<file path="config.mk">
export PLATFORM = sky130hd
export DESIGN_NAME = tick_period_meter
export DESIGN_NICKNAME = d
export VERILOG_FILES = /design/src/rtl/tick_meter_pkg.sv /design/src/rtl/tick_period_meter_sync2.sv /design/src/rtl/tick_period_meter.sv
export SDC_FILE = /design/constraint.sdc
export NUM_CORES = 1
export LEC_CHECK = 0
export BUFFER_PORTS_ARGS = -buffer_cell sky130_fd_sc_hd__clkbuf_2
export CELL_PAD_IN_SITES_DETAIL_PLACEMENT = 0
export CELL_PAD_IN_SITES_GLOBAL_PLACEMENT = 1
export CORE_MARGIN = 2
export CORE_UTILIZATION = 40
export CTS_BUF_LIST = sky130_fd_sc_hd__clkbuf_16
export DETAILED_ROUTE_END_ITERATION = 12
export PLACE_DENSITY = 0.72
export SLEW_MARGIN = 10
export SYNTH_ARGS = -nofsm -noshare
export SYNTH_HDL_FRONTEND = slang
export SYNTH_SLANG_ARGS = --single-unit
</file>
<file path="constraint.sdc">
create_clock -name clk -period 3.6 [get_ports clk]
set_input_delay 0.18 -clock clk [delete_from_list [all_inputs] [get_ports clk]]
set_output_delay 0.18 -clock clk [all_outputs]
set_load 0.1 [all_outputs]
</file>
<file path="src/rtl/tick_meter_pkg.sv">
// Shared types for the tick period meter: the measurement state encoding and
// the default counter width.
package tick_meter_pkg;

  typedef enum logic [1:0] {
    IDLE    = 2'd0,
    ARMED   = 2'd1,
    MEASURE = 2'd2,
    DONE    = 2'd3
  } meter_state_t;

  localparam int unsigned DEFAULT_WIDTH = 5;

endpackage : tick_meter_pkg

</file>
<file path="src/rtl/tick_period_meter_sync2.sv">
// Two-flop synchroniser for a single asynchronous level, cleared by an
// asynchronous active-high reset.
module sync2 (
  input  logic clk,
  input  logic rst,
  input  logic d,
  output logic q
);

  logic meta_q;
  logic sync_q;

  always_ff @(posedge clk or posedge rst) begin
    if (rst) begin
      meta_q <= 1'b0;
      sync_q <= 1'b0;
    end else begin
      meta_q <= d;
      sync_q <= meta_q;
    end
  end

  assign q = sync_q;

endmodule : sync2

</file>
<file path="src/rtl/tick_period_meter.sv">
// Measures the en-qualified cycle count between two successive ticks and
// reports it as N = period-1. Define TICK_METER_SYNC_EN to synchronise tick_in.
module tick_period_meter
  import tick_meter_pkg::*;
#(
  parameter int unsigned WIDTH = DEFAULT_WIDTH
) (
  input  logic             clk,
  input  logic             rst,
  input  logic             en,
  input  logic             start,
  input  logic             tick_in,
  output logic [WIDTH-1:0] N_out,
  output logic             valid,
  output logic             busy,
  output logic             overflow
);

  localparam logic [WIDTH-1:0] CNT_MAX = '1;
  localparam logic [WIDTH-1:0] CNT_ONE = WIDTH'(1);

  logic tick_s;

`ifdef TICK_METER_SYNC_EN
  sync2 u_sync2 (
    .clk (clk),
    .rst (rst),
    .d   (tick_in),
    .q   (tick_s)
  );
`else
  assign tick_s = tick_in;
`endif

  logic evt;
  assign evt = tick_s & en;

  meter_state_t     state_q, state_d;
  logic [WIDTH-1:0] count_q, count_d;
  logic [WIDTH-1:0] n_q, n_d;
  logic             valid_q, valid_d;
  logic             busy_q, busy_d;
  logic             ovf_q, ovf_d;

  always_comb begin
    // NOTE: every signal gets its hold value first so no path leaves it unassigned (no latch).
    state_d = state_q;
    count_d = count_q;
    n_d     = n_q;
    ovf_d   = ovf_q;
    valid_d = 1'b0;

    // start wins over a same-cycle event in every state.
    if (start) begin
      state_d = ARMED;
      count_d = '0;
      ovf_d   = 1'b0;
    end else begin
      unique case (state_q)
        IDLE: ;
        ARMED: begin
          if (evt) begin
            state_d = MEASURE;
            count_d = '0;
          end
        end
        MEASURE: begin
          if (evt) begin
            n_d     = count_q;
            valid_d = 1'b1;
            state_d = DONE;
          end else if (en) begin
            if (count_q == CNT_MAX) ovf_d = 1'b1;
            else                    count_d = count_q + CNT_ONE;
          end
        end
        DONE: ;
        default: state_d = IDLE;
      endcase
    end

    busy_d = (state_d == ARMED) || (state_d == MEASURE);
  end

  always_ff @(posedge clk or posedge rst) begin
    if (rst) begin
      state_q <= IDLE;
      count_q <= '0;
      n_q     <= '0;
      valid_q <= 1'b0;
      busy_q  <= 1'b0;
      ovf_q   <= 1'b0;
    end else begin
      // NOTE: non-blocking so every flop samples the pre-edge values of its peers.
      state_q <= state_d;
      count_q <= count_d;
      n_q     <= n_d;
      valid_q <= valid_d;
      busy_q  <= busy_d;
      ovf_q   <= ovf_d;
    end
  end

  assign N_out    = n_q;
  assign valid    = valid_q;
  assign busy     = busy_q;
  assign overflow = ovf_q;

endmodule : tick_period_meter

</file>
After elaboration in Yosys (flattened, before gate mapping)
Cells that the tools add are included.
- bits in registers: 15
- word-level logic and storage cells: 45
- output and inout bits: 8
- bits of input ports: 5
- muxes and demuxes: 18
- add/subtract/negate cells: 1
- eq/ne operators: 10
- bitwise operators: 2
- reductions and logical operators: 8
- operators with widths (operator ; count):
    $mux 5 ; 5
    $ne 3x3->1 const B ; 4
    $pmux 5 s2 ; 1
    $mux 1 ; 8
    $mux 2 ; 3
    $reduce_bool 2->1 ; 3
    $add 5x1->5 const B ; 1
    $eq 5x5->1 const B ; 1
    $reduce_and 5->1 ; 1
    $eq 2x1->1 const B ; 2
    $eq 2x2->1 const B ; 2
    $pmux 2 s2 ; 1
    $reduce_and 4->1 ; 1
    $reduce_and 3->1 ; 1
    $reduce_bool 3->1 ; 1
    $ne 2x2->1 const B ; 1
    $and 1x1->1 ; 1
    $logic_or 1x1->1 ; 1
    $not 1->1 ; 1

Longest topological paths before layout
Gate-level depths: netlist of the first run.
- depth in word-level cells: 6
- gate-level depth with buffers: 6

Worst setup path before layout of the first run
OpenSTA, ideal clock, no wires.
- path type: register to register
- start point: reg count_q[0]
- end point: reg count_q[1]
- path slack: 1744 ps
- buffers on the path: 0
- cell stages (with the launch flop): 7
- data required time: 3479 ps
- arrival: 1735 ps
- period minus slack after synthesis: 1856 ps
- cells stage by stage: dfrtp_1 ha_1 and3_1 ha_1 or3_4 o211a_1 a22o_1
- longest elaborated chain between the ends: 6
- ends and longest elaborated chain (element ; line ; text):
    start: declaration ; tick_period_meter.sv:39 ; logic [WIDTH-1:0] count_q, count_d;
    start signal: assignment ; tick_period_meter.sv:96 ; count_q <= count_d;
    $add 5x1->5 ; tick_period_meter.sv:74 ; else count_d = count_q + CNT_ONE;
    $mux 5 ; tick_period_meter.sv:73 ; if (count_q == CNT_MAX) ovf_d = 1'b1;
    $mux 5 ; tick_period_meter.sv:72 ; end else if (en) begin
    $mux 5 ; tick_period_meter.sv:68 ; if (evt) begin
    $pmux 5 s2 ; tick_period_meter.sv:59 ; unique case (state_q)
    $mux 5 ; tick_period_meter.sv:54 ; if (start) begin
Several ways; a longest one is shown, not always the timed one. The select of a mux whose other input is x is not followed.
A chain may end at the register's enable or synchronous reset.

Worst setup path in the final report of the first run
- start point: reg count_q[0]
- end point: reg count_q[4]
The elaborated chain is that of the path after synthesis.

==> reports/metrics.yaml, run 1 <==
outcome: "finished, final reports clean"
overflow: 0
critical-path-slowest-cell: "sky130_fd_sc_hd__dfrtp_1"
grt_pass1_vias: 505
power_density_nw_per_um2: 473
largest_net_degree_at_the_start_of_global_routing: 16
cpMostUsedCell: "sky130_fd_sc_hd__ha_1"
ctsHtreeMaxLevel: 1
rows: 15
synth_warnings: 0
seqPwrFrac_pct: 40.2
power.leakage_nw: 0.479
routed_wl_microns: 1370
design.portCount: 13
first_iter_violations: 4
drt-pass1-iter-count: 4
core_region_area_sq_um: 1730
globalplace.congestion: 0.792
period_share_pct: 54.6
timing.critical_path.cells: "ha_1, and3_1, ha_1, or3_4, o211a_1, a22o_1"
fin_setup_tns_ns: 0
synthDominantCellAreaShare_pct: 50.9
clkSinkCount: 15
unrepaired_setup_endpoints_after_global_routing: "false"
antenna-diode-count: 0
worst-path-max-fanout: 5
ys_seq_elements: 15
fin_nets: 91
skew_ns: 0.00319
detail_route.drc_violations: 0
worst_pin_slew_ns: 0.555
die_h_microns: 46.9
cp_data_required_time_ns: 3.73
count_of_flip_flops_with_a_built_in_enable_after_synthesis: 0
ir_worst_vdd_mv: 0.262
crit_reg_reg_endpoint: "count_q[4]"
cts_tree: "built"
critPathLaunchType: "register"
critical_path.max_stage_delay_ns: 0.41
pwr-share-comb_pct: 10.4
max_cap_viol_count: 0
post_synth_inst_count: 64
fillerInstances: 170
hold_depth: 2
hpwl_microns: 991
netlist_top_cells_count: "sky130_fd_sc_hd__dfrtp_1, sky130_fd_sc_hd__inv_1, sky130_fd_sc_hd__mux2_2"
synthMostInstantiatedCell: "sky130_fd_sc_hd__dfrtp_1"
cell_area_after_technology_mapping_sq_um: 737
postSynth.asyncResetShare_pct: 100
worst-setup-path-type: "register to register"
buffer_ports.inserted: 12
placed_cell_area_sq_um: 828
hold_viol: 0
ant_nets: 0
synth_area_leaders: "sky130_fd_sc_hd__dfrtp_1, sky130_fd_sc_hd__mux2_2, sky130_fd_sc_hd__ha_1, sky130_fd_sc_hd__inv_1, sky130_fd_sc_hd__a22o_1"
setup_violations: 0
netlist.top_cell.by_area: "sky130_fd_sc_hd__dfrtp_1"
first_pass_grt_wire_length_microns: 2290
reg2reg_from: "count_q[0]"
finalMaxSlewViolations: 0
rrSetupSlack_ns: 1.63
clkTransAtPathRegs_ns: 0.05
dp.cells: 101
antenna_found_initial: 0
p_sw_mw: 0.100
vias_per_cell: 5.10
flow.area_growth_from_synthesis_pct: 24.4
syn_area_per_cell_sq_um: 11.5
fin_total_pwr_mw: 0.434
synth.yosys.seq_area_share_pct: 50.9
root_buffer: "sky130_fd_sc_hd__clkbuf_16"
timing.hold.worst.start: "start"
critical_path.startpoint: "count_q[0]"
fin_cells: 106
power_switching_share_pct: 23.1
postSynthNetCount: 73
starting_density_of_the_core_pct: 42.7
synth_cell_type_count: 27
p_int_mw: 0.334
timing.critical_path.to_type: "register"
worstPathArrival_ns: 2.10
cts-buffers-inserted: 3
design_area_sq_um: 917
via_count: 541
dieArea_sq_um: 2200
max_freq_ghz: 0.509
clock_power_share_pct: 49.3
hold_worst_path_end: "count_q[2]"
drt-wirelength-per-cell_microns: 13.0
worst_skew_pair.late_latency_ns: 0.25
reg2regPathDepth: 6
timing.max_slew.rel_slack_pct: 62.9
cts_max_path_buffers: 2
holdCritPathClass: "input port to register"
synth_flop_cell: "sky130_fd_sc_hd__dfrtp_1"
groute.usage.overall_pct: 15.7
timing.final.crit_period_ns: 1.97
post_cts.repair.setup_buffers: 0
post_route_cells_drive_above_1_share_pct: 28.4
floorplan.die.width_microns: 46.9
## worst max-delay path by stage
stage	end	slack (ns)	depth (start not counted)
6_report	count_q[4]	1.63	6
5_1_grt	count_q[2]	1.53	6
4_1_cts	count_q[4]	1.63	6
3_5_place_dp	count_q[4]	1.65	6
3_3_place_gp	count_q[4]	1.66	6
2_1_floorplan	count_q[1]	1.74	6
## flip-flops by register name, indices dropped and copies added, names as in the netlist
signal	count
count_q	5
valid	1
overflow	1
state_q	2
busy	1
N_out	5
## final cells by class
class | count | area, sq um | share of cell area, %
clock inverter | 1 | 3.75 | 0.409
tap | 25 | 31.3 | 3.41
multi-input combinational | 42 | 335 | 36.6
clock buffer | 3 | 75.1 | 8.19
timing repair buffer | 13 | 70.1 | 7.64
inverter | 7 | 26.3 | 2.86
sequential | 15 | 375 | 40.9
## logic make-up (layout without fill, tap and decap cells)
| logic type | Yosys count | in the layout | share of synthesized area, % |
|---|---|---|---|
| compound gates | 12 | 12 | 12.6 |
| simple gates | 19 | 19 | 15.6 |
| buf+inv | 7 | 24 | 3.57 |
| fa+ha+maj | 4 | 4 | 6.79 |
| flops | 15 | 15 | 50.9 |
| mux | 7 | 7 | 10.5 |
## metal layers
layer  GRT usage [%]  vias to the layer above  wire, microns
li1                -                      272              -
met1            21.9                      255            740
met2            21.1                       10            566
met3            3.46                        4             39
met4            11.7                        0             28
met5               0                        -              0
## critical path: cells and delay by family (launching register included)
family	cells	cell delay [ns]
AO/OA/AOI/OAI	2	0.47
AND/OR/NAND/NOR	2	0.54
adder cells (fa/ha/maj)	2	0.43
flip-flops	1	0.41
## placed cells by master, fill, tap and decap left out, drive strengths merged, types with 2 or more instances in the layout
master,count
dfrtp,15
nand2,3
a211oi,2
mux2,6
a22o,2
clkbuf,15
ha,4
inv,8
nor3,3
o211ai,2
or3,3
and3,3
## power by group through the flow
stage                     logic (mW)  clock network (mW)  registers, mW
after floorplan               0.0217                   0          0.189
after global placement        0.0447                   0          0.177
after detailed placement      0.0447                   0          0.177
after CTS                     0.0456               0.216          0.175
after global routing          0.0506               0.229          0.175
final                         0.0453               0.214          0.175
## per-stage QoR
step	utilization, %	setup slack [ns]	hold slack (ns)
final	53.1	1.63	0.179
after global routing	53.1	1.53	0.182
after CTS	53.1	1.63	0.179
after detailed placement	48.0	1.65	0.242
after global placement	48.0	1.66	0.241
after floorplan	-	1.74	0.0815
## timing repair
| action | 4_1_cts | 5_1_grt |
|---|---|---|
| hold buffers | 1 | 0 |
| hold endpoints to repair | 15 | 0 |
| gates resized for setup | 0 | 0 |
No activity file was read; power rests on OpenSTA's default activity.
==> inputs of run 2 (changes only) <==
Settings changed: CORE_UTILIZATION 40 to 37, PLACE_DENSITY 0.72 to 0.7.
Clock period 3.6 ns to 1.6 ns, I/O delays scaled along.
==> run 2 against run 1 <==
The run now ends with setup timing left. Die area up 7.4%. Sequential share of layout area decreased by 4.3 points. Sequential power up 120%. Global-route usage is 1.9 points lower. Total power up 120%. Routed wire length rose by 7.2%. Flip-flop and latch count did not move. Clock-buffer cell count unchanged. Critical endpoint unchanged. Largest power group unchanged. Highest routed layer unchanged.
==> reports/metrics.yaml, run 2 (synthesized netlist as in run 1, its figures left out) <==
dieArea_sq_um: 2360  # was 2200 sq um
top_layer: "met4"  # unchanged
violated_checks: "setup timing"
crit_reg_reg_endpoint: "count_q[4]"  # unchanged
critical_path.max_stage_delay_ns: 0.38  # was 0.41 ns
groute.usage.overall_pct: 13.8  # was 15.7%
least_setup_slack_across_all_paths_after_layout_ns: -0.216  # was 1.63 ns
ant_nets: 0  # unchanged
cp_data_required_time_ns: 1.73  # was 3.73 ns
worst_skew_pair.late_latency_ns: 0.24  # was 0.25 ns
drt-pass1-iter-count: 4  # unchanged
globalplace.congestion: 0.754  # was 0.792
unrepaired_setup_endpoints_after_global_routing: "true"  # was false
critPathTopFamily: "simple AND/OR/NAND/NOR gates"  # unchanged
power.leakage_nw: 0.525  # was 0.479 nW
met2_routed_wl_microns: 724  # was 566 microns
setup_violations: 5  # was 0
timing.final.crit_period_ns: 1.82  # was 1.97 ns
reg2regPathDepth: 6  # unchanged
timing.max_slew.rel_slack_pct: 63.0  # was 62.9%
cts_max_path_buffers: 2  # unchanged
post_route_cells_drive_above_1_share_pct: 42.9  # was 28.4%
period_share_pct: 114  # was 54.6%
drt-wirelength-per-cell_microns: 12.5  # was 13.0 microns
skew_ns: 0.00140  # was 0.00319 ns
ctsHtreeMaxLevel: 1  # unchanged
via_count: 599  # was 541
mostFrequentLayoutCell: "sky130_fd_sc_hd__dfrtp_1"  # unchanged
buffer_ports.inserted: 12  # unchanged
flow.area_growth_from_synthesis_pct: 39.2  # was 24.4%
design.portCount: 13  # unchanged
detail_route.drc_violations: 0  # unchanged
root_buffer: "sky130_fd_sc_hd__clkbuf_16"  # unchanged
max_cap_viol_count: 0  # unchanged
first_iter_violations: 8  # was 4
timing.hold.worst.start: "start"  # unchanged
clkSinkCount: 15  # unchanged
wl_met1_microns: 699  # was 740 microns
antenna-diode-count: 0  # unchanged
outcome: "finished, violations left"  # was finished, final reports clean
clkTransAtPathRegs_ns: 0.04  # was 0.05 ns
max_freq_ghz: 0.551  # was 0.509 GHz
core_region_area_sq_um: 1920  # was 1730 sq um
placed_cell_area_sq_um: 911  # was 828 sq um
vias_per_cell: 5.08  # was 5.10
worst_pin_slew_ns: 0.554  # was 0.555 ns
routed_wl_microns: 1470  # was 1370 microns
ir_worst_vdd_mv: 0.552  # was 0.262 mV
critPathLaunchType: "register"  # unchanged
layout_common_cells: "sky130_fd_sc_hd__dfrtp_1, sky130_fd_sc_hd__clkbuf_2, sky130_fd_sc_hd__buf_4, sky130_fd_sc_hd__inv_1, sky130_fd_sc_hd__mux2_2"  # was sky130_fd_sc_hd__dfrtp_1, sky130_fd_sc_hd__clkbuf_2, sky130_fd_sc_hd__inv_1, sky130_fd_sc_hd__mux2_2, sky130_fd_sc_hd__ha_1
reg2reg_from: "count_q[1]"  # was count_q[0]
hold_worst_path_end: "count_q[2]"  # unchanged
holdCritPathClass: "input port to register"  # unchanged
timing.critical_path.cells: "ha_2, and3_4, ha_4, or3_4, o211a_1, a22o_1"  # was ha_1, and3_1, ha_1, or3_4, o211a_1, a22o_1
cts-buffers-inserted: 3  # unchanged
hold_depth: 2  # unchanged
grt_pass1_vias: 572  # was 505
fin_nets: 101  # was 91
power_density_nw_per_um2: 945  # was 473 nW/um^2
first_pass_grt_wire_length_microns: 2480  # was 2290 microns
overflow: 0  # unchanged
critical-path-slowest-cell: "sky130_fd_sc_hd__dfrtp_1"  # unchanged
design_area_sq_um: 1030  # was 917 sq um
timing.critical_path.to_type: "register"  # unchanged
antenna_found_initial: 0  # unchanged
die_h_microns: 48.6  # was 46.9 microns
hpwl_microns: 1150  # was 991 microns
worst-path-buf-inv: 0  # unchanged
largest_net_degree_at_the_start_of_global_routing: 16  # unchanged
met3_length_microns: 36  # was 39 microns
floorplan.die.width_microns: 48.6  # was 46.9 microns
cts_tree: "built"  # unchanged
rows: 16  # was 15
rrSetupSlack_ns: -0.22  # was 1.63 ns
worst-setup-path-type: "register to register"  # unchanged
worstPathArrival_ns: 1.94  # was 2.10 ns
worst-path-max-fanout: 5  # unchanged
starting_density_of_the_core_pct: 38.3  # was 42.7%
finalMaxSlewViolations: 0  # unchanged
hold_viol: 0  # unchanged
fin_total_pwr_mw: 0.970  # was 0.434 mW
dp_slack_ns: -0.255  # was 1.65 ns
[run 2: changes by cell type in the layout (fill, tap and decap cells not counted)]
cell and delta:
sky130_fd_sc_hd__buf_4 +10, sky130_fd_sc_hd__ha_1 -2, sky130_fd_sc_hd__a211oi_1 -1, sky130_fd_sc_hd__a211oi_2 +1, sky130_fd_sc_hd__a21oi_1 -1, sky130_fd_sc_hd__a21oi_2 +1
sky130_fd_sc_hd__and3_1 -1, sky130_fd_sc_hd__and3_4 +1, sky130_fd_sc_hd__ha_2 +1, sky130_fd_sc_hd__ha_4 +1, sky130_fd_sc_hd__nand2_1 -1, sky130_fd_sc_hd__nand2_2 +1
[run 2: worst max-delay path by stage]
stage                           from    endpoint  slack [ns]  cells after the start
after CTS                 count_q[1]  count_q[4]       -0.22                      6
after floorplan           count_q[0]  count_q[4]       -0.20                      6
after global placement    count_q[1]  count_q[4]       -0.20                      6
after detailed placement  count_q[1]  count_q[1]       -0.26                      6
after global routing      count_q[1]  count_q[4]       -0.26                      6
final                     count_q[1]  count_q[4]       -0.22                      6
[run 2: cell type report]
class	count	area (sq um)
inverters	7	26.3
repair buffers	23	145
fillers	179	896
clock inverters	1	3.75
clock buffers	3	75.1
multi-input cells	42	367
well taps	27	33.8
flip-flops and latches	15	375
[run 2: stage by stage]
| stage | hold slack, ns | setup TNS (ns) | std cells | utilization (%) |
|---|---|---|---|---|
| after floorplan | -0.0185 | -0.642 | 64 | - |
| final | 0.0687 | -0.928 | 118 | 53.4 |
| after CTS | 0.0720 | -0.978 | 117 | 52.9 |
| after global placement | 0.146 | -0.825 | 111 | 47.4 |
| after detailed placement | 0.147 | -1.04 | 111 | 47.4 |
| after global routing | 0.0861 | -1.19 | 118 | 53.4 |
[run 2: repair_timing]
item,in CTS,in global routing
buffers inserted,1,1
endpoints found under the setup margin,6,10
pin swaps,2,0
hold buffers,1,0
gates resized for setup,2,1
endpoints found under the hold margin,15,0
[run 2: power breakdown]
part	total (mW)	switching [mW]	internal, mW
Clock	0.463	0.133	0.329
Combinational	0.114	0.0756	0.0387
Sequential	0.393	0.00464	0.388
[run 2: metal layers]
layer	global-route usage (%)	vias to the layer above
met1	17.3	297
li1	-	293
met3	2.78	2
met5	0	-
met4	8.57	0
met2	21.9	7
